**src/rtl/ofs_plat_avalon_burst_credit_arb_if.sv**
```systemverilog
// Request/slave-side bundle of the burst credit arbiter: per-port heads, the
// forwarded beat, and the completion return from the port-index tracker.
interface ofs_plat_avalon_burst_credit_arb_if #(
  parameter int NUM_PORTS       = 2,
  parameter int BURST_CNT_WIDTH = 7
);
  localparam int IDX_W = (NUM_PORTS > 1) ? $clog2(NUM_PORTS) : 1;

  logic [NUM_PORTS-1:0]                 req_valid;
  logic [NUM_PORTS*BURST_CNT_WIDTH-1:0] req_burstcount;
  logic [NUM_PORTS-1:0]                 req_ready;
  logic                                 slave_waitrequest;
  logic                                 slave_valid;
  logic [IDX_W-1:0]                     grant_idx;
  logic                                 grant_sop;
  logic                                 rsp_done;
  logic [IDX_W-1:0]                     rsp_port_idx;

  // Arbiter view.
  modport slave (
    input  req_valid, req_burstcount, slave_waitrequest, rsp_done, rsp_port_idx,
    output req_ready, slave_valid, grant_idx, grant_sop
  );

  // Requester / environment view.
  modport master (
    output req_valid, req_burstcount, slave_waitrequest, rsp_done, rsp_port_idx,
    input  req_ready, slave_valid, grant_idx, grant_sop
  );
endinterface

```
**src/rtl/ofs_plat_avalon_burst_credit_arb.sv**
```systemverilog
// Burst-aware round-robin arbiter with per-port outstanding-burst credits.
// Define OFS_PLAT_AVALON_BURST_ARB_STATS_EN to add per-port SOP/starvation counters.
module ofs_plat_avalon_burst_credit_arb #(
  parameter int NUM_PORTS       = 2,
  parameter int BURST_CNT_WIDTH = 7,
  parameter int MAX_OUTSTANDING = 16,
  parameter int HOLD_FOR_BURST  = 1
) (
  input  logic                   clk,
  input  logic                   reset_n,
  ofs_plat_avalon_burst_credit_arb_if.slave bus,
  output logic [NUM_PORTS-1:0]   credit_avail,
  output logic                   idle
`ifdef OFS_PLAT_AVALON_BURST_ARB_STATS_EN
  ,
  output logic [NUM_PORTS*32-1:0] stat_sop_count,
  output logic [NUM_PORTS*32-1:0] stat_starve_cycles
`endif
);
  localparam int IDX_W = (NUM_PORTS > 1) ? $clog2(NUM_PORTS) : 1;
  localparam int CRD_W = $clog2(MAX_OUTSTANDING + 1);

  typedef enum logic {ARB = 1'b0, BURST = 1'b1} state_e;

  state_e                     state_q, state_d;
  logic [IDX_W-1:0]           rr_q, rr_d;
  logic [IDX_W-1:0]           locked_q, locked_d;
  logic [BURST_CNT_WIDTH-1:0] beats_left_q, beats_left_d;
  logic [CRD_W-1:0]           credit_q [NUM_PORTS];
  logic [CRD_W-1:0]           credit_d [NUM_PORTS];
  logic [NUM_PORTS-1:0]       credit_avail_q, credit_avail_d;

  logic [NUM_PORTS-1:0]       eligible;
  logic [NUM_PORTS-1:0]       crd_dec, crd_inc;
  logic [IDX_W-1:0]           winner;
  logic                       win_found;
  logic [BURST_CNT_WIDTH-1:0] win_bc;
  logic                       sop_grant;
  logic                       fwd;
  logic [NUM_PORTS-1:0]       ready;
  logic [IDX_W-1:0]           grant_idx_c;
  logic                       all_full;

  always_comb begin
    for (int p = 0; p < NUM_PORTS; p++) begin
      eligible[p] = bus.req_valid[p] && (credit_q[p] != '0);
    end
  end

  // First eligible port at or after the RR pointer, wrapping at NUM_PORTS.
  always_comb begin
    int               cand;
    logic [IDX_W-1:0] cand_idx;
    winner    = '0;
    win_found = 1'b0;
    cand      = 0;
    cand_idx  = '0;
    for (int i = 0; i < NUM_PORTS; i++) begin
      cand = int'(rr_q) + i;
      if (cand >= NUM_PORTS) cand = cand - NUM_PORTS;
      cand_idx = IDX_W'(cand);
      if (!win_found && eligible[cand_idx]) begin
        win_found = 1'b1;
        winner    = cand_idx;
      end
    end
  end

  assign win_bc = bus.req_burstcount[int'(winner)*BURST_CNT_WIDTH +: BURST_CNT_WIDTH];

  always_comb begin
    state_d      = state_q;
    rr_d         = rr_q;
    locked_d     = locked_q;
    beats_left_d = beats_left_q;
    ready        = '0;
    fwd          = 1'b0;
    sop_grant    = 1'b0;
    grant_idx_c  = '0;
    case (state_q)
      ARB: begin
        if (!bus.slave_waitrequest && win_found) begin
          sop_grant      = 1'b1;
          fwd            = 1'b1;
          ready[winner]  = 1'b1;
          grant_idx_c    = winner;
          rr_d           = (int'(winner) == NUM_PORTS - 1) ? '0 : winner + IDX_W'(1);
          // burstcount 0 falls through here and behaves as a single beat
          if ((HOLD_FOR_BURST != 0) && (win_bc > BURST_CNT_WIDTH'(1))) begin
            locked_d     = winner;
            beats_left_d = win_bc - BURST_CNT_WIDTH'(1);
            state_d      = BURST;
          end
        end
      end
      BURST: begin
        grant_idx_c = locked_q;
        if (!bus.slave_waitrequest && bus.req_valid[locked_q]) begin
          fwd             = 1'b1;
          ready[locked_q] = 1'b1;
          beats_left_d    = beats_left_q - BURST_CNT_WIDTH'(1);
          if (beats_left_q == BURST_CNT_WIDTH'(1)) state_d = ARB;
        end
      end
      default: state_d = ARB;
    endcase
  end

  // A grant and a completion on the same port in one cycle cancel out.
  always_comb begin
    all_full = 1'b1;
    for (int p = 0; p < NUM_PORTS; p++) begin
      crd_dec[p] = sop_grant && (winner == IDX_W'(p));
      crd_inc[p] = bus.rsp_done && (bus.rsp_port_idx == IDX_W'(p));
      credit_d[p] = credit_q[p];
      if (crd_dec[p] && !crd_inc[p]) begin
        credit_d[p] = credit_q[p] - CRD_W'(1);
      end else if (crd_inc[p] && !crd_dec[p] && (credit_q[p] != CRD_W'(MAX_OUTSTANDING))) begin
        credit_d[p] = credit_q[p] + CRD_W'(1);
      end
      credit_avail_d[p] = (credit_d[p] != '0);
      if (credit_q[p] != CRD_W'(MAX_OUTSTANDING)) all_full = 1'b0;
    end
  end

  always_ff @(posedge clk or negedge reset_n) begin
    if (!reset_n) begin
      state_q        <= ARB;
      rr_q           <= '0;
      locked_q       <= '0;
      beats_left_q   <= '0;
      credit_avail_q <= '1;
      for (int p = 0; p < NUM_PORTS; p++) credit_q[p] <= CRD_W'(MAX_OUTSTANDING);
    end else begin
      state_q        <= state_d;
      rr_q           <= rr_d;
      locked_q       <= locked_d;
      beats_left_q   <= beats_left_d;
      credit_avail_q <= credit_avail_d;
      for (int p = 0; p < NUM_PORTS; p++) credit_q[p] <= credit_d[p];
    end
  end

  // Handshake outputs are combinational, so gate them while reset is held.
  assign bus.req_ready   = reset_n ? ready : '0;
  assign bus.slave_valid = reset_n & fwd;
  assign bus.grant_sop   = reset_n & sop_grant;
  assign bus.grant_idx   = grant_idx_c;
  assign credit_avail    = credit_avail_q;
  assign idle            = (state_q == ARB) && all_full && (bus.req_valid == '0);

`ifdef OFS_PLAT_AVALON_BURST_ARB_STATS_EN
  logic [31:0] sop_cnt_q    [NUM_PORTS];
  logic [31:0] starve_cnt_q [NUM_PORTS];

  always_ff @(posedge clk or negedge reset_n) begin
    if (!reset_n) begin
      for (int p = 0; p < NUM_PORTS; p++) begin
        sop_cnt_q[p]    <= '0;
        starve_cnt_q[p] <= '0;
      end
    end else begin
      for (int p = 0; p < NUM_PORTS; p++) begin
        if (crd_dec[p]) sop_cnt_q[p] <= sop_cnt_q[p] + 32'd1;
        if ((state_q == ARB) && !bus.slave_waitrequest && eligible[p] && !crd_dec[p]) begin
          starve_cnt_q[p] <= starve_cnt_q[p] + 32'd1;
        end
      end
    end
  end

  for (genvar p = 0; p < NUM_PORTS; p++) begin : g_stat
    assign stat_sop_count[p*32 +: 32]     = sop_cnt_q[p];
    assign stat_starve_cycles[p*32 +: 32] = starve_cnt_q[p];
  end
`endif
endmodule

```
**src/flat_wrapper.sv**
```systemverilog
// flat-port wrapper written by rule: the top's interface ports become plain ports
module ofs_plat_avalon_burst_credit_arb_flat 
#(
  parameter int NUM_PORTS       = 2,
  parameter int BURST_CNT_WIDTH = 7,
  parameter int MAX_OUTSTANDING = 16,
  parameter int HOLD_FOR_BURST  = 1
)
  (clk, reset_n, credit_avail, idle, bus_req_valid, bus_req_burstcount, bus_slave_waitrequest, bus_rsp_done, bus_rsp_port_idx, bus_req_ready, bus_slave_valid, bus_grant_idx, bus_grant_sop);
  ofs_plat_avalon_burst_credit_arb_if #(.NUM_PORTS(NUM_PORTS), .BURST_CNT_WIDTH(BURST_CNT_WIDTH)) bus_i ();
  input  logic clk;
  input  logic reset_n;
  output logic [NUM_PORTS-1:0] credit_avail;
  output logic idle;
  input wire logic [$bits(bus_i.req_valid)-1:0] bus_req_valid;
  input wire logic [$bits(bus_i.req_burstcount)-1:0] bus_req_burstcount;
  input wire logic [$bits(bus_i.slave_waitrequest)-1:0] bus_slave_waitrequest;
  input wire logic [$bits(bus_i.rsp_done)-1:0] bus_rsp_done;
  input wire logic [$bits(bus_i.rsp_port_idx)-1:0] bus_rsp_port_idx;
  output wire logic [$bits(bus_i.req_ready)-1:0] bus_req_ready;
  output wire logic [$bits(bus_i.slave_valid)-1:0] bus_slave_valid;
  output wire logic [$bits(bus_i.grant_idx)-1:0] bus_grant_idx;
  output wire logic [$bits(bus_i.grant_sop)-1:0] bus_grant_sop;
  assign bus_i.req_valid = bus_req_valid;
  assign bus_i.req_burstcount = bus_req_burstcount;
  assign bus_i.slave_waitrequest = bus_slave_waitrequest;
  assign bus_i.rsp_done = bus_rsp_done;
  assign bus_i.rsp_port_idx = bus_rsp_port_idx;
  assign bus_req_ready = bus_i.req_ready;
  assign bus_slave_valid = bus_i.slave_valid;
  assign bus_grant_idx = bus_i.grant_idx;
  assign bus_grant_sop = bus_i.grant_sop;
  ofs_plat_avalon_burst_credit_arb #(.NUM_PORTS(NUM_PORTS), .BURST_CNT_WIDTH(BURST_CNT_WIDTH), .MAX_OUTSTANDING(MAX_OUTSTANDING), .HOLD_FOR_BURST(HOLD_FOR_BURST)) u_core (.clk(clk), .reset_n(reset_n), .bus(bus_i), .credit_avail(credit_avail), .idle(idle));
endmodule
```
**config.mk**
```make
export PLATFORM = sky130hd
export DESIGN_NAME = ofs_plat_avalon_burst_credit_arb_flat
export DESIGN_NICKNAME = d
export VERILOG_FILES = /design/src/rtl/ofs_plat_avalon_burst_credit_arb_if.sv /design/src/rtl/ofs_plat_avalon_burst_credit_arb.sv /design/src/flat_wrapper.sv
export SDC_FILE = /design/constraint.sdc
export NUM_CORES = 1
export LEC_CHECK = 0
export CORE_ASPECT_RATIO = 1.5
export CORE_MARGIN = 2
export CORE_UTILIZATION = 40
export CTS_CLUSTER_SIZE = 16
export DETAILED_ROUTE_END_ITERATION = 16
export DONT_BUFFER_PORTS = 1
export PLACE_DENSITY = 0.65
export SKIP_LAST_GASP = 1
export SYNTH_ARGS = -nofsm -noshare
export SYNTH_HDL_FRONTEND = slang
export SYNTH_SLANG_ARGS = --single-unit
```
**constraint.sdc**
```tcl
create_clock -name clk -period 4.7 [get_ports clk]
set_clock_uncertainty 0.1 [all_clocks]
set_input_delay 0.705 -clock clk [delete_from_list [all_inputs] [get_ports clk]]
set_output_delay 0.705 -clock clk [all_outputs]
set_load 0.05 [all_outputs]
```
# Word-level counts from Yosys, hierarchy flattened
# Cells that the tools add are included.
# word_totals
ramBits,0
output_inout_bits,8
mem_count,0
latch_bits,0
word_cells,114
in_bits,21
mem_bits_ro,0
regBits,22
# op_classes
div,0
eq_ne,6
addsub,10
n_reduce_logical,33
n_bitwise,5
n_mux,42
n_shift,1
multipliers,1
n_lt_le_gt_ge,9
# ops
op,count
variable part select 14 x 32 -> 7 bit,1
two-way mux 1 bit,25
two-way mux 7 bit,3
two-way mux 5 bit,4
nonzero test 5 bit,4
logical AND 1 bit,19
case mux 7 bit (2 select lines),1
"subtractor 7 x 1 -> 7 bit, second input constant",2
"adder 5 x 1 -> 5 bit, second input constant",2
"!= test 5 bit, second input constant",2
"subtractor 5 x 1 -> 5 bit, second input constant",2
"< comparator 1 x 2 -> 1 bit, second input constant",4
"equality test 7 x 1 -> 1 bit, second input constant",1
"> comparator 7 x 1 -> 1 bit, second input constant",1
logical NOT 1 bit,6
two-way mux 2 bit,3
case mux 1 bit (2 select lines),3
AND reduction 3 bit,2
"multiplier 1 x 3 -> 4 bit, second input constant",1
"!= test 2 x 1 -> 1 bit, second input constant",2
case mux 2 bit (2 select lines),1
NOT 1 bit,3
"adder 1 x 1 -> 2 bit, second input constant",1
AND 1 bit,2
9 further kinds,12

# Depth between registers and ports, before layout
# logic_depth
depth_word,18
mapped_depth,15
ltp_nobuf,12

# Worst setup path after synthesis
# OpenSTA, ideal clock, no wires.
# synth_timing
kind,register to register
startpoint,register u_core.credit_q[0] (netlist bit)
endpoint,register u_core.beats_left_q[5]
required_time_ps,4496
path_stages_with_launch,15
arrival_ps,3090
path_buffers,3
setup_time_ps,104
setup_slack_ps,1406
path_cell_list,dfrtp_1 -> inv_1 -> ha_1 -> or4b_1 -> buf_2 -> o311ai_2 -> clkbuf_1 -> mux2i_1 -> ha_1 -> nor2_1 -> or3_1 -> nand3_1 -> buf_2 -> a21oi_1 -> a221oi_1
# synth_between
elab_chain_cells,14
# synth_rtl
item,line,source
"start, declared",ofs_plat_avalon_burst_credit_arb.sv:29,logic [CRD_W-1:0] credit_q [NUM_PORTS];
nonzero test 5 bit (*),ofs_plat_avalon_burst_credit_arb.sv:46,eligible[p] = bus.req_valid[p] && (credit_q[p] != '0);
logical AND 1 bit (*),ofs_plat_avalon_burst_credit_arb.sv:46,
two-way mux 1 bit (implied by the code) (2 in a row),ofs_plat_avalon_burst_credit_arb.sv:62,if (!win_found && eligible[cand_idx]) begin
two-way mux 1 bit,ofs_plat_avalon_burst_credit_arb.sv:62,
logical NOT 1 bit,ofs_plat_avalon_burst_credit_arb.sv:62,
logical AND 1 bit,ofs_plat_avalon_burst_credit_arb.sv:62,
two-way mux 1 bit,ofs_plat_avalon_burst_credit_arb.sv:62,
multiplier 1 x 3 -> 4 bit,ofs_plat_avalon_burst_credit_arb.sv:69,assign win_bc = bus.req_burstcount[int'(winner)*BURST_CNT_WIDTH +: BURST_CNT_WIDTH];
variable part select 14 x 32 -> 7 bit,ofs_plat_avalon_burst_credit_arb.sv:69,
subtractor 7 x 1 -> 7 bit,ofs_plat_avalon_burst_credit_arb.sv:91,beats_left_d = win_bc - BURST_CNT_WIDTH'(1);
two-way mux 7 bit,ofs_plat_avalon_burst_credit_arb.sv:89,if ((HOLD_FOR_BURST != 0) && (win_bc > BURST_CNT_WIDTH'(1))) begin
two-way mux 7 bit,ofs_plat_avalon_burst_credit_arb.sv:82,if (!bus.slave_waitrequest && win_found) begin
case mux 7 bit (2 select lines),ofs_plat_avalon_burst_credit_arb.sv:80,case (state_q)
"end signal, assigned",ofs_plat_avalon_burst_credit_arb.sv:138,beats_left_q <= beats_left_d;
"end, declared",ofs_plat_avalon_burst_credit_arb.sv:28,"logic [BURST_CNT_WIDTH-1:0] beats_left_q, beats_left_d;"
# Every way passes the cells marked *; elsewhere a longest branch is shown, timed or not. The select of a mux whose other input is x is not followed.
# A chain may end at the register's enable or synchronous reset.

# Final worst setup path
# layout_timing
startpoint,register u_core.credit_q[0] (netlist bit)
endpoint,output bus_req_ready[1]
# layout_between
elab_chain_cells,15
# layout_rtl
item,line,source
nonzero test 5 bit (*),ofs_plat_avalon_burst_credit_arb.sv:46,
logical AND 1 bit (*),ofs_plat_avalon_burst_credit_arb.sv:46,
two-way mux 1 bit (implied by the code) (2 in a row),ofs_plat_avalon_burst_credit_arb.sv:62,
two-way mux 1 bit,ofs_plat_avalon_burst_credit_arb.sv:62,
logical NOT 1 bit,ofs_plat_avalon_burst_credit_arb.sv:62,
logical AND 1 bit,ofs_plat_avalon_burst_credit_arb.sv:62,
two-way mux 1 bit,ofs_plat_avalon_burst_credit_arb.sv:62,
< comparator 1 x 2 -> 1 bit (implied by the code) or greater-or-equal comparator 1 bit (tied branches),ofs_plat_avalon_burst_credit_arb.sv:85,ready[winner] = 1'b1;
logical AND 1 bit (implied by the code),ofs_plat_avalon_burst_credit_arb.sv:85,
two-way mux 1 bit (implied by the code),ofs_plat_avalon_burst_credit_arb.sv:85,
demux 1 bit (select 1 bit),--,
two-way mux 2 bit (*),ofs_plat_avalon_burst_credit_arb.sv:82,
case mux 2 bit (2 select lines) (*),ofs_plat_avalon_burst_credit_arb.sv:80,
two-way mux 2 bit (*),ofs_plat_avalon_burst_credit_arb.sv:145,assign bus.req_ready = reset_n ? ready : '0;
"end, declared",flat_wrapper.sv:20,output wire logic [$bits(bus_i.req_ready)-1:0] bus_req_ready;
# Marked as above.

==> metrics.txt <==
core region area between 4000 and 5000 sq um; CTS resizes 0; Net Count, Synth 249; first-pass GRT wire length 7520 um; I/O pins 29; post-synthesis cell area 1910 sq um; TNS Setup 0 ps; Critical Path AT around 3000 ps; routed vias approximately 1600; clk sinks 22; outcome completed; Slowest cell on crit path and4b_1; CTS Buf Count 3; number of vias per cell ~5.9; Layout area overhead 4.46%; Top FF cell, synth dfrtp_1; clock tree buffer depth 2; vias in the first global route 1703; largest net degree at the start of global routing 27; crit share post-route 81.3%; power density cells 564 nW/um^2; DRC 0; H-tree levels 1; Max Slew Vio Count 0; Worst setup SP type flip-flop; Total Power ~1.1 mW; YS warnings 0; fin crit period about 3800 ps; most common cell in the netlist nor2_1; Slew headroom 24.9%; MaxCap Viol Count 0; Ant. Diodes 0; Fmax around 260 MHz; Final Cell Area between 1500 and 2000 sq um; Worst path max stage delay between 500 and 600 ps; synth cell count leaders 24 x nor2_1, 22 x nand2_1, 18 x dfrtp_1; actual slew at the worst max-slew pin about 1100 ps; input/output buffers 0; Post-CTS Setup Inserts 0; Worst Setup End Kind primary output; crit-path cells inv_1 > ha_1 > or4b_1 > o311a_1 > nand2_1 > nand2_1 > and4b_1; Synth top area share around a quarter; die height 88.6 um; synthesized netlist cell count between 200 and 250; die area 5350 sq um; VDD IR max between 200 and 250 uV; Avg Synthesized Cell Area a little under 9 sq um; Final Hold Viols 0; final WL 4310 um; DP Area between 1500 and 2000 sq um; RSZ-0062 raised after global routing no; Static Leakage 0.829 nW; required time of the critical path between 3000 and 4000 ps; clk_lat worst skew about 260 ps; Die W ~60 um; iteration-0 DRC count of the detailed router 110; initial antenna violation count 0; hold crit path type in -> async; final setup fails 0; Distinct cells, synth 60; wire per inst 15.4 um; layout cells sized above 1 around an eighth; cts hold-fix bufs 0; CTS tree done; number of synthesized register bits 22; largest area contributor in the netlist dfrtp_1; most frequent CP cell nand2_1; Row Count 30; Initial Util about 42%; grt total ovfl 0; Crit Path Category reg -> out; Synth area leaders dfrtp_1 24%, ha_1 6.6%, dfstp_2 5.5%; Post-synth EDFFs 0; Crit Path Max Fanout 9; gr usage total 18.4%; root buf cell clkbuf_8; Final nets 247; Final ANT Viol Nets 0; gpl congestion between 0.9 and 1; Post-synth ARST share between 90% and 100%; Initial DRT Pass Iterations 4; sequential fraction of the synthesis area ~29%; clock-pin slew on the worst setup and hold paths around 90 ps; Post-DP HPWL approximately 3500 um
## flip-flops by register name, summed over array words and instances (netlist names)
register / count
u_core.beats_left_q: 7
u_core.credit_avail: 2
u_core.credit_q: 10
u_core.locked_q: 1
u_core.rr_q: 1
u_core.state_q: 1
## cells by family after synthesis
logic type      Yosys count  share of synthesized area [%]
compound gates           52                           20.9
buf+inv                  17                           5.44
xor+xnor                  9                           4.13
flops                    22                           29.1
fa+ha+maj                10                           6.56
mux                       6                           3.21
simple gates            102                           30.6
## layout by cell type (no fill, tap or decap), drive strengths merged, types with 5 or more instances in the layout
| cell type | synthesis | routed |
|---|---|---|
| inv | 10 | 10 |
| and2 | 5 | 5 |
| nor3 | 11 | 11 |
| o21ai | 8 | 8 |
| dfrtp | 18 | 18 |
| nor2 | 24 | 24 |
| and3 | 9 | 9 |
| a21oi | 7 | 7 |
| nand3 | 9 | 9 |
| ha | 10 | 10 |
| nand2 | 22 | 22 |
| xnor2 | 6 | 6 |
| mux2i | 5 | 5 |
## critical path: cells and delay by family (launching register included)
| kind | cells | cell delay (ps) |
|---|---|---|
| and+or+nand+nor | 4 | 1550 |
| AOI/OAI and AO/OA | 1 | 430 |
| DFF | 1 | 430 |
| buffers and inverters | 1 | 100 |
| adders and majority gates | 1 | 240 |
## area by class of cell
| class | count | area (sq um) |
|---|---|---|
| multi-input combinational | 179 | 1250 |
| clock buffer | 3 | 41.3 |
| sequential | 22 | 556 |
| inverter | 10 | 37.5 |
| fill | 443 | 2550 |
| tap | 64 | 80.1 |
| clock inverter | 1 | 30.0 |
## layer usage
| metal | GRT usage [%] | wire length [um] | vias to the layer above |
|---|---|---|---|
| met5 | 0 | 0 | - |
| met4 | 7.47 | 134 | 0 |
| met3 | 3.22 | 222 | 10 |
| met1 | 20.1 | 1680 | 778 |
| li1 | - | - | 805 |
| met2 | 33.9 | 2280 | 45 |
## stage by stage
step / hold WS (ps) / util (%) / worst slack (ps) / cells
after global placement: 310 / 42.3 / 1070 / 275
after floorplan: 309 / - / 1410 / 218
final: 21.8 / 43.9 / 878 / 279
after CTS: 17.7 / 43.9 / 884 / 279
after detailed placement: 310 / 42.3 / 940 / 275
after global routing: 3.59 / 43.9 / 553 / 279
## path summary, 6_finish.rpt
path | startpoint | cells after the start | slack, ps | endpoint
max in group asynchronous | reset_n | 0 | 4300 | u_core.credit_avail[1]$_DFF_PN1_
min in group clk | u_core.credit_q[3]$_DFF_PN0_ | 1 | 440 | u_core.credit_q[3]$_DFF_PN0_
worst max-delay path | u_core.credit_q[0]$_DFF_PN0_ | 7 | 880 | bus_req_ready[1]
worst max register to register | u_core.credit_q[5]$_DFF_PN0_ | 11 | 900 | u_core.beats_left_q[2]$_DFFE_PN0P_
worst min register to register | u_core.credit_q[3]$_DFF_PN0_ | 1 | 440 | u_core.credit_q[3]$_DFF_PN0_
worst min-delay path | reset_n | 0 | 20 | u_core.credit_q[5]$_DFF_PN0_
## power breakdown
group | leakage (nW) | internal [mW] | total, mW | switching [mW]
clock network | 0.0357 | 0.114 | 0.178 | 0.0645
registers | 0.259 | 0.288 | 0.433 | 0.145
logic | 0.535 | 0.226 | 0.513 | 0.287
total | 0.829 | 0.627 | 1.12 | 0.497
(Power assumes the default switching activity.)
